### src/rtl/push_led_ctrl.sv
// Push-button front end: per-channel synchronizer and debouncer, press pulse
// generation and a small LED display engine with follow / toggle / one-hot modes.
module push_led_ctrl #(
  parameter int N_CH      = 5,
  parameter int DB_CYCLES = 100000
) (
  input  logic            clk,
  input  logic            rst,
  input  logic [N_CH-1:0] sw,
  input  logic [1:0]      mode,
  output logic [N_CH-1:0] led,
  output logic [N_CH-1:0] press
);

  localparam int CW = (DB_CYCLES > 2) ? $clog2(DB_CYCLES) : 1;
  localparam logic [CW-1:0] CNT_LAST = CW'(DB_CYCLES - 1);

  typedef enum logic [1:0] {
    MODE_FOLLOW  = 2'b00,
    MODE_TOGGLE  = 2'b01,
    MODE_ONEHOT  = 2'b10,
    MODE_FOLLOW2 = 2'b11
  } mode_t;

  logic [N_CH-1:0] r_sync1;
  logic [N_CH-1:0] r_sync2;
  logic [N_CH-1:0] r_db;
  logic [N_CH-1:0] r_dbPrev;
  logic [N_CH-1:0] r_latch;
  logic [CW-1:0]   r_cnt [N_CH];
  mode_t           r_mode;

  logic [N_CH-1:0] w_rise;
  logic [N_CH-1:0] w_lowest;
  logic [N_CH-1:0] w_latchNext;
  logic            w_modeChange;
  logic            w_showLatch;

  always_ff @(posedge clk) begin
    if (rst) begin
      r_sync1 <= '0;
      r_sync2 <= '0;
    end else begin
      r_sync1 <= sw;
      r_sync2 <= r_sync1;
    end
  end

  // The counter only ever reaches CNT_LAST while the mismatch persists, so the
  // flip edge also clears it and a short glitch can never wrap it.
  always_ff @(posedge clk) begin
    if (rst) begin
      r_db <= '0;
      for (int i = 0; i < N_CH; i++) begin
        r_cnt[i] <= '0;
      end
    end else begin
      for (int i = 0; i < N_CH; i++) begin
        if (r_sync2[i] == r_db[i]) begin
          r_cnt[i] <= '0;
        end else if (r_cnt[i] == CNT_LAST) begin
          r_cnt[i] <= '0;
          r_db[i]  <= ~r_db[i];
        end else begin
          r_cnt[i] <= r_cnt[i] + CW'(1);
        end
      end
    end
  end

  assign w_rise       = r_db & ~r_dbPrev;
  assign w_lowest     = w_rise & (~w_rise + N_CH'(1));
  assign w_modeChange = (mode != r_mode);
  assign w_showLatch  = (r_mode == MODE_TOGGLE) || (r_mode == MODE_ONEHOT);

  // A mode change wipes the latch and swallows any press landing on that edge.
  always_comb begin
    w_latchNext = r_latch;
    if (w_modeChange) begin
      w_latchNext = '0;
    end else begin
      case (r_mode)
        MODE_TOGGLE: w_latchNext = r_latch ^ w_rise;
        MODE_ONEHOT: begin
          if (|w_rise) begin
            w_latchNext = w_lowest;
          end
        end
        default: w_latchNext = r_latch;
      endcase
    end
  end

  always_ff @(posedge clk) begin
    if (rst) begin
      r_dbPrev <= '0;
      r_latch  <= '0;
      r_mode   <= MODE_FOLLOW;
      press    <= '0;
      led      <= '0;
    end else begin
      r_dbPrev <= r_db;
      r_latch  <= w_latchNext;
      r_mode   <= mode_t'(mode);
      press    <= w_rise;
      led      <= w_showLatch ? w_latchNext : r_db;
    end
  end

endmodule

### config.mk
export PLATFORM = sky130hd
export DESIGN_NAME = push_led_ctrl
export DESIGN_NICKNAME = d
export VERILOG_FILES = /design/src/rtl/push_led_ctrl.sv
export SDC_FILE = /design/constraint.sdc
export NUM_CORES = 1
export LEC_CHECK = 0
export CORE_MARGIN = 4
export CORE_UTILIZATION = 45
export DETAILED_ROUTE_END_ITERATION = 8
export PLACE_DENSITY = 0.72
export SLEW_MARGIN = 10
export SYNTH_ARGS = -nofsm -noshare
export SYNTH_HDL_FRONTEND = slang
export SYNTH_SLANG_ARGS = --single-unit
### constraint.sdc
create_clock -name clk -period 2.7 [get_ports clk]
set_input_delay 0.675 -clock clk [delete_from_list [all_inputs] [get_ports clk]]
set_output_delay 0.675 -clock clk [all_outputs]
set_load 0.005 [all_outputs]
Yosys cells after proc, flatten, opt, wreduce, memory -nomap -nowiden
Memories as Yosys holds them, arrays and structs flattened.
Index checks and enable logic that the tools add are counted.

storage, ports and cells
  flip-flop bits (word level) = 37
  input bits = 9
  RAM bits = 85
  memories = 1
  output and inout port bits = 10

memories
  name   depth  width  rd ports  clocked after Yosys merged registers in  write ports  line  RTL
  r_cnt  5      17     5         0                                        5            30    logic [CW-1:0] r_cnt [N_CH];

operators by class
  reduce and logical (&&, ||, !) cells = 7
  equal/unequal tests = 13
  add/sub/neg operators = 6
  bitwise logic cells = 30
  multiplexer cells = 76

operators with widths
  cell                                                  count
  2-to-1 mux 17 bit                                     15
  adder 17 x 1 -> 17 bit (second input constant)        5
  equality test 17 bit (second input constant)          5
  2-to-1 mux 1 bit                                      57
  2-to-1 mux 5 bit                                      3
  OR 1 bit                                              15
  AND 5 bit                                             2
  inverter 1 bit                                        10
  inverter 5 bit                                        2
  case mux 5 bit (2 select lines)                       1
  AND reduction 2 bit                                   5
  adder 5 x 1 -> 5 bit (second input constant)          1
  equality test 1 bit                                   5
  OR reduction 5 bit                                    1
  bitwise XOR 5 bit                                     1
  equality test 2 x 1 -> 1 bit (second input constant)  1
  equality test 2 bit (second input constant)           1
  inequality test 2 bit                                 1
  logical OR 1 bit                                      1

Logic depth before layout (Yosys ltp)
Gate-level depths: netlist of the first run.

  word-level depth = 9
  gate-level depth with buffers = 8
  depth with buffers taken out = 6

Worst setup path before layout of the first run
No wires, ideal clock.

  kind = register to register
  start point = memory r_cnt[4][14] in the netlist's numbering
  end point = memory r_cnt[4][10] in the netlist's numbering (data pin)
  path buffers = 2
  library setup time = 0.257 ns
  stages on the path, launching flop included = 7
  required time = 2.443 ns
  slack = 0.770 ns
  arrival time = 1.673 ns
  cell sequence = edfxtp_1 or4b_1 nor3_1 or2_2 buf_2 buf_2 nor2_1

RTL lines
  item             line
  start, declared  30

==> results of run 1 <==
## critical path, stage by stage, from the launching register on
cell and delay [ns]:
edfxtp_1 0.46, nand3_1 0.12, or4_1 0.42, nor3_1 0.25, or3_1 0.53, nor2_1 0.12
## cells in the final DEF (no fill, tap or decap), types with 3 or more instances in the layout
cell type,Yosys,layout
or2_2,3,3
conb_1,1,85
xnor2_1,24,24
nand4_1,17,17
clkinv_4,0,3
nor4b_1,4,4
xor2_1,57,57
and2_1,3,3
nor2_1,108,108
and4_1,6,6
o211ai_1,4,4
edfxtp_1,85,85
nand2b_1,10,10
nand2_1,34,34
clkdlybuf4s50_1,0,18
and3_1,16,16
or3_1,6,6
clkbuf_16,0,19
dfxtp_1,37,37
nor2b_1,22,22
o21ai_0,6,6
mux2i_1,5,5
inv_1,11,11
nor3_1,13,13
clkinv_2,0,5
ha_1,7,7
nand3_1,37,37
a21oi_1,6,6
## power breakdown
part	internal [mW]	switching (mW)	leakage [nW]
registers	2.07	0.0631	1.18
clock network	1.39	0.783	0.290
logic	0.0713	0.0947	1.13
total	3.53	0.941	2.60
## sequential cells by signal, summed over array words and instances (netlist names)
name / cells
r_dbPrev: 5
r_latch: 5
r_mode: 2
press: 5
r_cnt: 85
r_sync1: 5
r_sync2: 5
led: 5
r_db: 5
## worst paths after layout
check           endpoint  slack (ns)  cells after the start
max reg2reg  r_cnt[0][9]        0.53                      5
min             press[0]        0.42                      1
min reg2reg     press[0]        0.42                      1
max          r_cnt[0][9]        0.53                      5
## cell type report
| cell class | count | area (um^2) | share of cell area (%) |
|---|---|---|---|
| well taps | 172 | 215 | 3.01 |
| repair buffers | 20 | 208 | 2.91 |
| clock buffers | 22 | 497 | 6.95 |
| clock inverters | 10 | 88.8 | 1.24 |
| inverters | 11 | 41.3 | 0.578 |
| flip-flops and latches | 122 | 3290 | 46.1 |
| multi-input cells | 496 | 2800 | 39.2 |
## stage by stage
step	hold WS [ns]	setup WS (ns)	total power [mW]
6_report	0.422	0.525	4.47
5_1_grt	0.447	0.359	4.65
4_1_cts	0.428	0.513	4.53
3_5_place_dp	0.401	0.378	2.33
3_3_place_gp	0.400	0.379	2.32
2_1_floorplan	0.383	0.770	2.28
## per-layer routing
metal  GRT usage (%)  routed length (um)
met2            25.8                5090
met1            17.5                4500
met3            4.56                 317
met4            6.44                 146
met5               0                   0
## logic make-up (layout without fill, tap and decap cells)
group | count (synthesis) | in the layout
AOI/OAI and AO/OA | 25 | 25
xor gates and xnor gates | 81 | 81
adders and majority gates | 7 | 7
buffers and inverters | 28 | 63
DFF | 122 | 122
muxes | 5 | 5
other | 1 | 85
and+or+nand+nor | 293 | 293
==> run metrics, run 1 <==
Synth Warn #=0; first-pass GRT wire length=17900 um; post-synthesis adder-cell area fraction=1.48%; top cell type's share of synthesized area=43.1%; Fill cells=1100; TritonCTS Buffers=17; clk_skew=0.00508 ns; IO Count=19; critical path launch point=r_cnt[0][7]; row cnt=41; Final Core Density=55.9%; Die Y=123 um; ANT cells=0; CTS Root Cell=clkbuf_16; top-count cell post-synth=nor2_1; H-Tree Depth=4; synthesis-to-layout area growth=20.6%; area leader, netlist=edfxtp_1; Cell Pwr Density=626 nW/um^2; CTS Hold Bufs=0; Routed WL=10100 um; largest net degree at the start of global routing=32; vias in the first global route=4150; Post-CTS Repair Setup Buffers=0; number of synthesized flops with an enable pin=85; HPWL Detailed=7460 um; Slew Limit Fails=0; chip width=123 um; post-synthesis compound-gate area fraction=2.77%; Synth Area in Simple Gates=24.8%; starting density of the core=46.4%; critical path peak fanout=17; drt via density=4.79; sequential fraction of the synthesis area=55.6%; Setup crit end kind=register; synthesized area=5920 um^2; RR Startpoint=r_cnt[0][7]; final setup fails=0; clk sinks=122; Port Buf Inserts=18; largest family of logic cells by synthesized area=simple AND/OR/NAND/NOR gates; Non-Filler Instances=853; layout cells sized above 1=5.58%; setup TNS=0 ns; Final Hold Fails=0; Skew-Pair Late Insertion Delay=0.41 ns; core footprint=12800 um^2; GPL Wtd Cong=0.803; Synth Register Bits=122; Max-Cap Viols=0; worst hold start=r_dbPrev[0]; Post-Synth XOR/XNOR Area=12.0%; dpl cells=821; WP data required=2.84 ns; Tcrit/Tclk final=80.6%; CP startpoint kind=register; CTS max path bufs=2; syn avg cell area=10.5 um^2; Nets=684; RSZ-0062 raised after global routing=false; vias post-DR=4090; Tot GR Track Use=15.1%; WL per Instance=11.8 um; Post-route DRC=0; antenna-violating nets left=0; worst vdd ir=0.406 mV; die area=15100 um^2; Tmin final=2.17 ns; synth top area cells=edfxtp_1, dfxtp_1, xor2_1; gr ovfl total=0; Lkg Pwr=2.60 nW; Mapped Cells=562; fin area=7140 um^2; Hold WC Path Type=reg2reg; Max-slew headroom=52.2%; top post-synthesis cells by count=nor2_1, edfxtp_1, xor2_1; Setup CP Type=reg2reg; Critical Path AT=2.31 ns; Clock transition at path regs=0.05 ns; post_cts resized=0; Post-synth ARST share=0%; number of library cell types mapped by synthesis=46; Synth Flop Type=edfxtp_1; Max Fclk=460 MHz; initial antenna violation count=0; Worst-Margin Slew=0.715 ns; Initial DRC Count=250; fraction of synthesized area in multiplexers=0.845%; Pre-Repair DR Iteration Count=4; status=finished, final reports clean; DP Area=6560 um^2; CTS tree=built
Note: power is estimated with default switching activity, not from simulation.
==> run 2: changes to the inputs <==
==> constraint.sdc (replaced) <==
create_clock -name clk -period 2.15 [get_ports clk]
set_input_delay 0.5375 -clock clk [delete_from_list [all_inputs] [get_ports clk]]
set_output_delay 0.5375 -clock clk [all_outputs]
set_load 0.005 [all_outputs]
==> run 2 against run 1 <==
Register-to-register slack got worse by 0.37 ns; design area rose by 0.75%; clock skew is 0.0019 ns higher; routed wire length increased by 1.5%; flip-flop and latch count unchanged; combinational power increased by 30%; critical path depth increased by 1; critical endpoint is now r_cnt[4][6]; largest cell class unchanged; largest power group unchanged.
==> run metrics, run 2 (synthesized netlist as in run 1, its figures left out) <==
status=finished, final reports clean; Die Y=123 um (unchanged); Non-Filler Instances=859 (+0.70%); Critical Path AT=2.15 ns (-0.16 ns); Tcrit/Tclk final=92.7% (+12 points); Final Hold Fails=0 (unchanged); Largest register FFs=85 (unchanged); CP startpoint kind=register; core footprint=12800 um^2 (unchanged); Max Fclk=502 MHz (+9.1%); Clock transition at path regs=0.05 ns (about the same); hold path cells=1 (unchanged); CTS tree=built; Nets=691 (+1.0%); WL per Instance=11.9 um (+0.74%); Worst-Margin Slew=0.509 ns (-0.206 ns); Hold WC Path Type=reg2reg; Largest Register=r_cnt; Setup CP Type=reg2reg; RSZ-0062 raised after global routing=false; setup TNS=0 ns (unchanged); post_cts resized=0 (unchanged); IO Count=19 (unchanged); ANT cells=0 (unchanged); Skew-Pair Late Insertion Delay=0.41 ns (about the same); first-pass GRT wire length=17800 um (-0.61%); Routed WL=10200 um (+1.5%); Fill cells=1117 (+1.5%); Cell Pwr Density=786 nW/um^2 (+25%); critical path's slowest cell=edfxtp_1; most common cell after layout, fill and taps aside=nor2_1; H-Tree Depth=4 (unchanged); vias in the first global route=4064 (-2.1%); Worst Reg-to-Reg Cells=6 (+1); CTS Hold Bufs=0 (unchanged); Port Buf Inserts=18 (unchanged); Tot GR Track Use=15.0% (-0.088 points); Post-route DRC=0 (unchanged); Max-Cap Viols=0 (unchanged); HPWL Detailed=7220 um (-3.3%); row cnt=41 (unchanged); CTS max path bufs=2 (unchanged); Max-slew headroom=66.1% (+14 points); chip width=123 um (unchanged); layout cells sized above 1=6.11% (+0.53 points); starting density of the core=46.4% (unchanged); CP bufs+invs=0 (unchanged); Initial DRC Count=282 (+13%); most frequent cells in the layout=nor2_1, edfxtp_1, conb_1; worst vdd ir=0.503 mV (+24%); dpl cells=828 (+0.85%); CP delay by family, top=simple AND/OR/NAND/NOR gates; clk sinks=122 (unchanged); Post-CTS Repair Setup Buffers=0 (unchanged); gr ovfl total=0 (unchanged); synthesis-to-layout area growth=21.6%; Setup crit end kind=register; Levels on crit path=6 (+1); Max stage delay on crit path=0.39 ns (-0.14 ns); antenna-violating nets left=0 (unchanged); largest net degree at the start of global routing=32 (unchanged); Critical Path, Cell by Cell=ha_1 -> and4_1 -> nand2_1 -> nor3_1 -> or2_2 -> nor2_1; Slew Limit Fails=0 (unchanged); TritonCTS Buffers=17 (unchanged); initial antenna violation count=0 (unchanged); vias post-DR=4123 (+0.81%); Tmin final=1.99 ns (-0.182 ns); Pre-Repair DR Iteration Count=5 (+1); final setup fails=0 (unchanged); WP data required=2.30 ns (-0.54 ns); drt via density=4.80 (+0.10%); CTS Root Cell=clkbuf_16; clk_skew=0.00703 ns (+0.00195 ns); Lkg Pwr=2.64 nW (+1.4%); critical path peak fanout=15 (-2); GPL Wtd Cong=0.813 (+1.2%); die area=15100 um^2 (unchanged)
==> run 2: cell types whose count changed in the layout (fill, tap and decap cells not counted) <==
cell	delta
buf_4	+7
clkinv_4	-3
inv_4	+2
clkbuf_1	+2
clkbuf_8	+2
or2_4	+1
or2_2	-1
clkinvlp_4	-1
clkinv_2	-3
==> run 2: worst reg2reg max path: stages (launching register included) <==
cell and delay [ns]:
edfxtp_1 0.39, ha_1 0.23, and4_1 0.27, nand2_1 0.14
nor3_1 0.28, or2_2 0.34, nor2_1 0.09
==> run 2: routing by layer <==
layer  vias up  GRT usage, %  routed length (um)
li1       2105             -                   -
met1      1945          18.2                4600
met2        58          24.6                5060
met3        15          4.56                 384
met4         0          6.51                 159
met5         -             0                   0
==> run 2: area by class of cell <==
class	count	area (um^2)	area share, %
Sequential cell	122	3290	45.8
Timing Repair Buffer	27	260	3.62
Inverter	11	41.3	0.574
Clock inverter	5	52.6	0.730
Multi-Input combinational cell	496	2800	38.9
Tap cell	172	215	2.99
Clock buffer	26	532	7.39
==> run 2: final timing paths <==
kind / start / end / slack (ns)
max: r_cnt[4][0] / r_cnt[4][6] / 0.16
min: r_dbPrev[0] / press[0] / 0.41
max reg2reg: r_cnt[4][0] / r_cnt[4][6] / 0.16
min reg2reg: r_dbPrev[0] / press[0] / 0.41
==> run 2: per-stage QoR <==
stage	power, mW	hold slack, ns	instance area (um^2)	util [%]	worst slack, ns
after floorplan	2.86	0.383	6240	-	0.220
after global placement	2.92	0.415	6610	51.7	0.0633
after detailed placement	2.93	0.412	6610	51.7	0.0450
after CTS	5.72	0.418	7190	56.3	0.0857
after global routing	5.88	0.436	7200	56.3	0.00930
final	5.65	0.411	7200	56.3	0.157
==> run 2: report_power, final <==
part           switching (mW)  total [mW]  internal (mW)
combinational           0.121       0.215         0.0941
clock                   0.956        2.77           1.81
sequential             0.0790        2.67           2.60
total                    1.16        5.65           4.50
